--- config.mk ---
export PLATFORM = sky130hd
export DESIGN_NAME = sig_mult_sched_flat
export DESIGN_NICKNAME = d
export VERILOG_FILES = /design/src/rtl/sig_mult_sched_if.sv /design/src/rtl/sig_mult_sched.sv /design/src/flat_wrapper.sv
export SDC_FILE = /design/constraint.sdc
export NUM_CORES = 1
export LEC_CHECK = 0
export CORE_MARGIN = 5
export CORE_UTILIZATION = 53
export DETAILED_ROUTE_END_ITERATION = 8
export PLACE_DENSITY = 0.76
export SETUP_SLACK_MARGIN = 0.1
export SYNTH_ARGS = -nofsm -noshare
export SYNTH_HDL_FRONTEND = slang
export SYNTH_SLANG_ARGS = --single-unit
export TNS_END_PERCENT = 30
--- constraint.sdc ---
create_clock -name clk -period 11.6 [get_ports clk]
set_input_delay 1.16 -clock clk [delete_from_list [all_inputs] [get_ports clk]]
set_output_delay 1.16 -clock clk [all_outputs]
set_load 0.02 [all_outputs]
--- src/rtl/sig_mult_sched_if.sv ---
// Bundle of the two-lane request ports and the single result port of sig_mult_sched.
// The lane-packed vectors keep lane i at [i*W +: W].
interface sig_mult_sched_if #(
    parameter int SIG_WIDTH = 23,
    parameter int TAG_WIDTH = 4
);
    localparam int OP_W   = SIG_WIDTH + 1;
    localparam int PROD_W = 2 * SIG_WIDTH + 4;

    logic [1:0]             req_valid;
    logic [1:0]             req_ready;
    logic [2*OP_W-1:0]      req_a;
    logic [2*OP_W-1:0]      req_b;
    logic [2*TAG_WIDTH-1:0] req_tag;
    logic                   out_valid;
    logic                   out_ready;
    logic [PROD_W-1:0]      out_sum;
    logic [PROD_W-1:0]      out_carry;
    logic                   out_id;
    logic [TAG_WIDTH-1:0]   out_tag;
    logic [2:0]             inflight;

    modport master (
        output req_valid, req_a, req_b, req_tag, out_ready,
        input  req_ready, out_valid, out_sum, out_carry, out_id, out_tag, inflight
    );

    modport slave (
        input  req_valid, req_a, req_b, req_tag, out_ready,
        output req_ready, out_valid, out_sum, out_carry, out_id, out_tag, inflight
    );
endinterface

--- src/rtl/sig_mult_sched.sv ---
// One significand multiplier shared round-robin by two FMA lanes, with a
// PIPE_STAGES-deep freeze-on-stall pipeline delivering redundant sum/carry.
module sig_mult_sched #(
    parameter int SIG_WIDTH   = 23,
    parameter int PIPE_STAGES = 2,
    parameter int TAG_WIDTH   = 4
) (
    input logic              clk,
    input logic              rst_n,
    sig_mult_sched_if.slave  bus
);
    localparam int OP_W   = SIG_WIDTH + 1;
    localparam int PROD_W = 2 * SIG_WIDTH + 4;
    localparam int LAST   = PIPE_STAGES - 1;

    logic [PIPE_STAGES-1:0] stage_valid;
    logic [PIPE_STAGES-1:0] stage_valid_next;
    logic                   rr_ptr;
    logic [2:0]             inflight_q;
    logic [2:0]             inflight_next;
    logic                   stall;
    logic [1:0]             grant;
    logic                   xfer;
    logic                   grant_id;

    // Stage 0: operands of the accepted request
    logic [OP_W-1:0]      a0;
    logic [OP_W-1:0]      b0;
    logic [TAG_WIDTH-1:0] tag0;
    logic                 id0;

    // Stages 1..LAST: redundant product with its id/tag
    logic [PROD_W-1:0]    sum_q   [1:LAST];
    logic [PROD_W-1:0]    carry_q [1:LAST];
    logic [TAG_WIDTH-1:0] tag_q   [1:LAST];
    logic                 id_q    [1:LAST];

    logic [PROD_W-1:0] mul_sum;
    logic [PROD_W-1:0] mul_carry;

    assign stall = stage_valid[LAST] & ~bus.out_ready;

    // Round-robin: the lane at the pointer wins, the other lane only if it is idle.
    // Gating with rst_n keeps req_ready low for the whole reset window.
    always_comb begin
        grant = '0;
        if (rst_n && !stall) begin
            if (rr_ptr == 1'b0) begin
                if (bus.req_valid[0])      grant = 2'b01;
                else if (bus.req_valid[1]) grant = 2'b10;
            end else begin
                if (bus.req_valid[1])      grant = 2'b10;
                else if (bus.req_valid[0]) grant = 2'b01;
            end
        end
    end

    assign xfer          = |grant;
    assign grant_id      = grant[1];
    assign bus.req_ready = grant;

    always_comb begin
        stage_valid_next = stage_valid;
        if (!stall) stage_valid_next = {stage_valid[PIPE_STAGES-2:0], xfer};
        inflight_next = '0;
        for (int k = 0; k < PIPE_STAGES; k++)
            inflight_next = inflight_next + {2'b00, stage_valid_next[k]};
    end

    always_ff @(posedge clk or negedge rst_n) begin
        if (!rst_n) begin
            stage_valid <= '0;
            rr_ptr      <= 1'b0;
            inflight_q  <= '0;
        end else begin
            stage_valid <= stage_valid_next;
            inflight_q  <= inflight_next;
            if (xfer) rr_ptr <= ~grant_id;
        end
    end

    // NOTE: datapath registers carry no reset; only the valid bits qualify them,
    // so resetting wide data would only add reset fan-out.
    always_ff @(posedge clk) begin
        if (xfer) begin
            a0   <= grant_id ? bus.req_a[2*OP_W-1:OP_W] : bus.req_a[OP_W-1:0];
            b0   <= grant_id ? bus.req_b[2*OP_W-1:OP_W] : bus.req_b[OP_W-1:0];
            tag0 <= grant_id ? bus.req_tag[2*TAG_WIDTH-1:TAG_WIDTH] : bus.req_tag[TAG_WIDTH-1:0];
            id0  <= grant_id;
        end
        if (!stall) begin
            sum_q[1]   <= mul_sum;
            carry_q[1] <= mul_carry;
            tag_q[1]   <= tag0;
            id_q[1]    <= id0;
            for (int k = 2; k <= LAST; k++) begin
                sum_q[k]   <= sum_q[k-1];
                carry_q[k] <= carry_q[k-1];
                tag_q[k]   <= tag_q[k-1];
                id_q[k]    <= id_q[k-1];
            end
        end
    end

    // Carry-save accumulation of the partial products: each step is a row of
    // full adders, so sum + 2*carry always equals the running product.
    always_comb begin
        logic [PROD_W-1:0] pp;
        logic [PROD_W-1:0] c_sh;
        logic [PROD_W-1:0] nxt_s;
        mul_sum   = '0;
        mul_carry = '0;
        pp        = '0;
        c_sh      = '0;
        nxt_s     = '0;
        // NOTE: blocking assignments here are deliberate; each iteration reads
        // the value produced by the previous one within the same evaluation.
        for (int i = 0; i < OP_W; i++) begin
            pp        = b0[i] ? (PROD_W'(a0) << i) : '0;
            c_sh      = {mul_carry[PROD_W-2:0], 1'b0};
            nxt_s     = mul_sum ^ c_sh ^ pp;
            mul_carry = (mul_sum & c_sh) | (mul_sum & pp) | (c_sh & pp);
            mul_sum   = nxt_s;
        end
    end

    assign bus.out_valid = stage_valid[LAST];
    assign bus.out_sum   = sum_q[LAST];
    assign bus.out_carry = carry_q[LAST];
    assign bus.out_tag   = tag_q[LAST];
    assign bus.out_id    = id_q[LAST];
    assign bus.inflight  = inflight_q;
endmodule

--- src/flat_wrapper.sv ---
// flat-port wrapper written by rule: the top's interface ports become plain ports
module sig_mult_sched_flat 
#(
    parameter int SIG_WIDTH   = 23,
    parameter int PIPE_STAGES = 2,
    parameter int TAG_WIDTH   = 4
)
  (clk, rst_n, bus_req_valid, bus_req_a, bus_req_b, bus_req_tag, bus_out_ready, bus_req_ready, bus_out_valid, bus_out_sum, bus_out_carry, bus_out_id, bus_out_tag, bus_inflight);
  sig_mult_sched_if #(.SIG_WIDTH(SIG_WIDTH), .TAG_WIDTH(TAG_WIDTH)) bus_i ();
  input logic clk;
  input logic rst_n;
  input wire logic [$bits(bus_i.req_valid)-1:0] bus_req_valid;
  input wire logic [$bits(bus_i.req_a)-1:0] bus_req_a;
  input wire logic [$bits(bus_i.req_b)-1:0] bus_req_b;
  input wire logic [$bits(bus_i.req_tag)-1:0] bus_req_tag;
  input wire logic [$bits(bus_i.out_ready)-1:0] bus_out_ready;
  output wire logic [$bits(bus_i.req_ready)-1:0] bus_req_ready;
  output wire logic [$bits(bus_i.out_valid)-1:0] bus_out_valid;
  output wire logic [$bits(bus_i.out_sum)-1:0] bus_out_sum;
  output wire logic [$bits(bus_i.out_carry)-1:0] bus_out_carry;
  output wire logic [$bits(bus_i.out_id)-1:0] bus_out_id;
  output wire logic [$bits(bus_i.out_tag)-1:0] bus_out_tag;
  output wire logic [$bits(bus_i.inflight)-1:0] bus_inflight;
  assign bus_i.req_valid = bus_req_valid;
  assign bus_i.req_a = bus_req_a;
  assign bus_i.req_b = bus_req_b;
  assign bus_i.req_tag = bus_req_tag;
  assign bus_i.out_ready = bus_out_ready;
  assign bus_req_ready = bus_i.req_ready;
  assign bus_out_valid = bus_i.out_valid;
  assign bus_out_sum = bus_i.out_sum;
  assign bus_out_carry = bus_i.out_carry;
  assign bus_out_id = bus_i.out_id;
  assign bus_out_tag = bus_i.out_tag;
  assign bus_inflight = bus_i.inflight;
  sig_mult_sched #(.SIG_WIDTH(SIG_WIDTH), .PIPE_STAGES(PIPE_STAGES), .TAG_WIDTH(TAG_WIDTH)) u_core (.clk(clk), .rst_n(rst_n), .bus(bus_i));
endmodule
==> run metrics, run 1 <==
number of antenna diodes 0; gr ovfl total 0; Worst Hold Class register to register; number of sinks handled by clock tree synthesis 133; master cell of the clock root buffer clkbuf_16; global-route wire length before repair 67.06 mm; violation count after the first detailed-route iteration 513; arrival time worst endpoint 12.11 ns; fraction of layout cells with a size suffix above 1 9.055%; antenna violations before repair 0; Die Footprint 40,530 µm²; total routing resource utilization after global routing 20.19%; sequential-to-total area share from yosys stat 20.46%; die height 201.3 µm; CTS Hold Buffers Added 0; required time at the worst-slack endpoint 11.78 ns; portion of synthesized cell area occupied by the leading cell type 52.22%; WP buf/inv 5; final setup violation count 11; Clk pin slew, worst setup/hold paths 0.06 ns; number of nets with antenna violations after detailed routing 0; largest cells by area after synthesis fa_1 (52%), edfxtp_1 (20%), and2_1 (7.9%); number of iterations in the first detailed-routing pass 5; final worst clock skew 0.01006 ns; Area growth syn-to-layout 15.52%; number of slew-limit violations in the final report 0; most used cell, CP fa_1; worst setup slack after placement -0.3275 ns; Layout Nets 2,415; CP endpoint kind register; violated checks setup timing; maximum count of clock buffers along a single path 2; CP Max Fanout 6; Avg Inst Size Synth 11.93 µm²; slew at the pin closest to its max-slew limit 1.102 ns; final weighted congestion in routability-driven placement 0.8081; WL final 38.49 mm; most common flop cell mapped by yosys edfxtp_1; smallest setup slack after layout -0.3322 ns; via total after detailed routing 11,668; number of clock buffers inserted by TritonCTS 17; Peak Freq 83.81 MHz; via count of the first global-routing pass 13,721; DRC errors left 0; max-capacitance violation count 0; kind of start point of the critical path register; hold slack 0.4245 ns; cell with the most instances after synthesis fa_1; Top Ports 220; H-tree depth 4; Distinct cells, synth 20; Slowest cell on crit path fa_2; Period minus WS final 11.93 ns; largest net degree at the start of global routing 67; category of cells accounting for the largest share of critical-path delay adder cells; number of synthesized flops with an enable pin 128; wire length per cell after detailed routing 17.06 µm; status finished, violations left; number of standard cells after synthesis 1,626; unrepaired setup endpoints after global routing true; Cell Rows 70; die width 201.3 µm; initial cell density of the core 53.37%; synthesized area 19,400 µm²; classification of the worst setup path register to register; fraction of synthesis flops using an asynchronous set or reset pin 3.759%; Core ar. 36,350 µm²; Buffers on Ports 188; relative slew slack 26.52%; CTS tree done; CP peak stage delay 0.56 ns; post-DR vias/cell 5.170; clk_lat worst skew 0.44 ns; ratio of final minimum period to clock period 102.9%; Fin. Hold Viols 0; Synth Warn # 0; register bit total from synthesis 133; Detail Placement HPWL 30.53 mm; Commonest cells post-synth fa_1 (506), nand2_1 (332), and2_1 (246), inv_1 (191), edfxtp_1 (128); TNS Setup -1.690 ns; cell type contributing the most total cell area after synthesis fa_1
==> state kept, by name (all words and copies together), names as in the netlist <==
| register | flops |
|---|---|
| u_core.carry_q | 23 |
| u_core.a0 | 24 |
| u_core.id0 | 1 |
| u_core.id_q | 1 |
| u_core.tag_q | 4 |
| u_core.bus.inflight | 2 |
| u_core.rr_ptr | 1 |
| u_core.tag0 | 4 |
| u_core.sum_q | 47 |
| u_core.stage_valid | 2 |
| u_core.b0 | 24 |
==> cell usage in the layout (no fill, tap or decap), types with 2 or more instances in the layout <==
cell type          n
and2_1           243
and2_4             3
buf_12             5
buf_4             36
clkbuf_16         18
clkdlybuf4s50_1  188
clkinv_2           2
clkinv_4           3
clkinvlp_4         3
conb_1            31
dfrtp_1            5
edfxtp_1         128
fa_1             485
fa_2              21
ha_1              23
inv_1            185
inv_2              6
inv_6              4
mux2_2             4
mux2_4            48
nand2_1          332
==> logic make-up (layout without fill, tap and decap cells) <==
family,after synthesis,in the layout,synth area share (%)
AOI/OAI and AO/OA,4,4,0.2322
adders and majority gates,530,530,53.77
buffers and inverters,324,457,7.102
DFF,133,133,20.46
muxes,52,52,3.948
other,1,31,0.01933
and+or+nand+nor,582,582,14.47
==> path summary, 6_finish.rpt <==
kind	slack, ns	to	depth (start not counted)	startpoint
setup / recovery	-0.33	u_core.sum_q[1][23]	29	u_core.a0[21]
hold / removal	0.42	u_core.tag_q[1][2]	0	u_core.tag0[2]
setup reg to reg	-0.33	u_core.sum_q[1][23]	29	u_core.a0[21]
hold reg to reg	0.42	u_core.tag_q[1][2]	0	u_core.tag0[2]
max in group asynchronous	10.31	u_core.bus.inflight[0]	1	rst_n
min in group asynchronous	1.01	u_core.rr_ptr	1	rst_n
==> timing repair <==
action / in CTS / in global routing
pin swaps: 0 / 9
gates resized for setup: 7 / 25
buffers inserted: 1 / 5
cloned: 1 / 1
setup endpoints to repair: 16 / 34
==> per-stage QoR <==
stage	util (%)	cells	area [µm²]
5_1_grt	61.65	2257	22410
3_3_place_gp	59.64	2217	21680
4_1_cts	61.32	2251	22290
6_report	61.65	2257	22410
2_1_floorplan	-	1656	19510
3_5_place_dp	59.64	2217	21680
==> cell type report <==
class | instances | area (µm²)
fill | 2744 | 13940
multi-input combinational | 1199 | 14250
inverter | 191 | 716.9
sequential | 133 | 3969
timing repair buffer | 234 | 2331
clock buffer | 18 | 429.2
tap | 468 | 585.6
clock inverter | 14 | 127.6
==> per-layer routing <==
metal / part of all wire, % / global-route usage (%) / vias up
met4: 2.5 / 5.322 / 0
li1: - / - / 5055
met3: 3.7 / 3.304 / 58
met5: 0 / 0 / -
met2: 57 / 37.95 / 270
met1: 37 / 24.18 / 6285
Power of run 1 is not shown: default switching activity piles up to over one toggle a cycle in this logic, so the estimate is an artifact.
==> run 2, diff against run 1 <==
--- a/config.mk
+++ b/config.mk
@@ -5,9 +5,11 @@
 export SDC_FILE = /design/constraint.sdc
 export NUM_CORES = 1
 export LEC_CHECK = 0
-export CORE_MARGIN = 5
+export CAP_MARGIN = 10
+export CORE_MARGIN = 1
 export CORE_UTILIZATION = 53
 export DETAILED_ROUTE_END_ITERATION = 8
+export GPL_TIMING_DRIVEN = 0
 export PLACE_DENSITY = 0.76
 export SETUP_SLACK_MARGIN = 0.1
 export SYNTH_ARGS = -nofsm -noshare
==> run metrics, run 2 (same netlist as run 1, synthesis figures left out) <==
status finished, violations left; violated checks DRC, setup timing; number of antenna diodes 0 (unchanged); Period minus WS final 12.05 ns (+0.1212 ns); worst setup path startpoint u_core.b0[1]; required time at the worst-slack endpoint 11.81 ns (+0.03 ns); master cell of the clock root buffer clkbuf_16; Die Footprint 37,370 µm² (-7.8%); CTS Hold Buffers Added 0 (unchanged); Detail Placement HPWL 37.15 mm (+22%); final weighted congestion in routability-driven placement 0.8367 (+3.5%); Worst Hold Class register to register; number of slew-limit violations in the final report 0 (unchanged); Cell Rows 69 (-1.4%); Buffers on Ports 188 (unchanged); CP peak stage delay 0.55 ns (about the same); arrival time worst endpoint 12.26 ns (+0.15 ns); slew at the pin closest to its max-slew limit 0.8965 ns (-0.2057 ns); Worst Reg-to-Reg Cells 30 (+3.4%); die width 193.3 µm (-4.0%); initial cell density of the core 54.14% (+0.77 points); CP endpoint kind register; classification of the worst setup path register to register; Layout Nets 2,514 (+4.1%); Top Ports 220 (unchanged); most used cells in the layout excluding fill and tap cells fa_1 (467), nand2_1 (332), and2_1 (244); post-DR vias/cell 5.166 (about the same); DRC errors left 8 (+8); die height 193.3 µm (-4.0%); number of sinks handled by clock tree synthesis 133 (unchanged); fraction of layout cells with a size suffix above 1 10.28% (+1.2 points); max-capacitance violation count 0 (unchanged); smallest setup slack after layout -0.4534 ns (-0.1212 ns); total routing resource utilization after global routing 24.67% (+4.5 points); final worst clock skew 0.01258 ns (+0.002515 ns); number of nets with antenna violations after detailed routing 0 (unchanged); cell area after layout 22,830 µm² (+1.9%); Top Registers u_core.sum_q: 47 flops, u_core.a0: 24 flops, u_core.b0: 24 flops; final setup violation count 16 (+5); launch point of the worst hold path u_core.tag0[3]; H-tree depth 4 (unchanged); CTS tree done; endpoint of the worst hold path u_core.tag_q[1][3]; Sequential cell area 3969 µm² (unchanged); via total after detailed routing 12,136 (+4.0%); ratio of final minimum period to clock period 103.9% (+1.0 points); Reg2Reg Capture Point u_core.sum_q[1][24]; gr ovfl total 0 (unchanged); instance count along the most critical hold path 0 (unchanged); wire length per cell after detailed routing 18.60 µm (+9.1%); number of clock buffers inserted by TritonCTS 17 (unchanged); multi-input gate area in the final layout 14,290 µm² (+0.26%); WL final 43.70 mm (+14%); most used cell, CP fa_1; relative slew slack 40.09% (+14 points); number of iterations in the first detailed-routing pass 9 (+4); Peak Freq 82.96 MHz (-1.0%); Fin. Hold Viols 0 (unchanged); CP Max Fanout 4 (-2); Core ar. 35,830 µm² (-1.4%); unrepaired setup endpoints after global routing true; reg-to-reg startpoint u_core.b0[1]; most flop-heavy register u_core.sum_q; clk_lat worst skew 0.46 ns (+0.02 ns); FILL cells 2,778 (+1.2%); largest net degree at the start of global routing 81 (+21%); kind of start point of the critical path register; Area growth syn-to-layout 17.70%; via count of the first global-routing pass 13,544 (-1.3%); Clk pin slew, worst setup/hold paths 0.07 ns (about the same); max FFs per register 47 (unchanged); antenna violations before repair 0 (unchanged); R2R setup slack -0.45 ns (-0.12 ns); Slowest cell on crit path fa_2; most common library cell in the layout ignoring fill and taps fa_1; violation count after the first detailed-route iteration 550 (+7.2%); global-route wire length before repair 69.53 mm (+3.7%); maximum count of clock buffers along a single path 2 (unchanged); placed instance area 22,000 µm² (+1.5%)
-- run 2: cell types whose count changed in the layout (fill, tap and decap cells not counted), moves of 4 or more --
| cell | before | now |
|---|---|---|
| buf_6 | 1 | 7 |
| fa_1 | 485 | 467 |
| buf_4 | 36 | 42 |
| clkbuf_1 | 1 | 85 |
| buf_12 | 5 | 1 |
| fa_2 | 21 | 39 |
| clkbuf_2 | 1 | 7 |
-- run 2: per-stage QoR --
step / util, % / instances / setup WS [ns] / TNS, ns / hold WS, ns
floorplan: - / 1656 / 0.1217 / 0 / 0.4003
global placement: 61.32 / 2305 / -0.6530 / -8.097 / 0.4017
detailed placement: 61.39 / 2306 / -0.7194 / -10.60 / 0.4083
CTS: 63.57 / 2348 / -0.3941 / -2.362 / 0.4237
global route: 63.72 / 2349 / -0.7374 / -9.645 / 0.4282
finish: 63.72 / 2349 / -0.4534 / -3.192 / 0.4243
-- run 2: per-layer routing --
| layer | vias to the layer above | wire (µm) | track usage [%] |
|---|---|---|---|
| met4 | 0 | 1137 | 7.911 |
| met3 | 60 | 1987 | 3.365 |
| met5 | - | 0 | 0 |
| met2 | 309 | 23840 | 45.67 |
| li1 | 5270 | - | - |
| met1 | 6497 | 16730 | 29.73 |
-- run 2: worst max path at each step --
| stage | end | slack, ns |
|---|---|---|
| 5_1_grt | u_core.sum_q[1][24] | -0.74 |
| 3_3_place_gp | u_core.sum_q[1][24] | -0.65 |
| 4_1_cts | u_core.sum_q[1][23] | -0.39 |
| 2_1_floorplan | u_core.sum_q[1][24] | 0.12 |
| 6_report | u_core.sum_q[1][24] | -0.45 |
| 3_5_place_dp | u_core.sum_q[1][24] | -0.72 |
-- run 2: area by class of cell --
cell class,count,area share [%]
Buffer,133,3.058
Clock inverter,15,0.7453
Inverter,191,3.140
Sequential cell,133,17.38
Tap cell,461,2.526
Clock buffer,17,1.863
Multi-Input combinational cell,1199,62.57
Timing Repair Buffer,200,8.708
-- run 2: timing repair --
item | 4_1_cts | 5_1_grt
buffers inserted | 10 | 1
endpoints found under the setup margin | 39 | 32
hold endpoints to repair | 0 | 0
resized for setup | 43 | 25
pin swaps | 2 | 0
-- run 2: worst max-delay path, delay by kind of cell, from the launching register on --
family        cells  cell delay [ns]
fa+ha+maj        23            10.77
simple gates      1             0.13
flops             1             0.42
buf+inv           6             0.50
Power of run 2 is left out for the same reason.
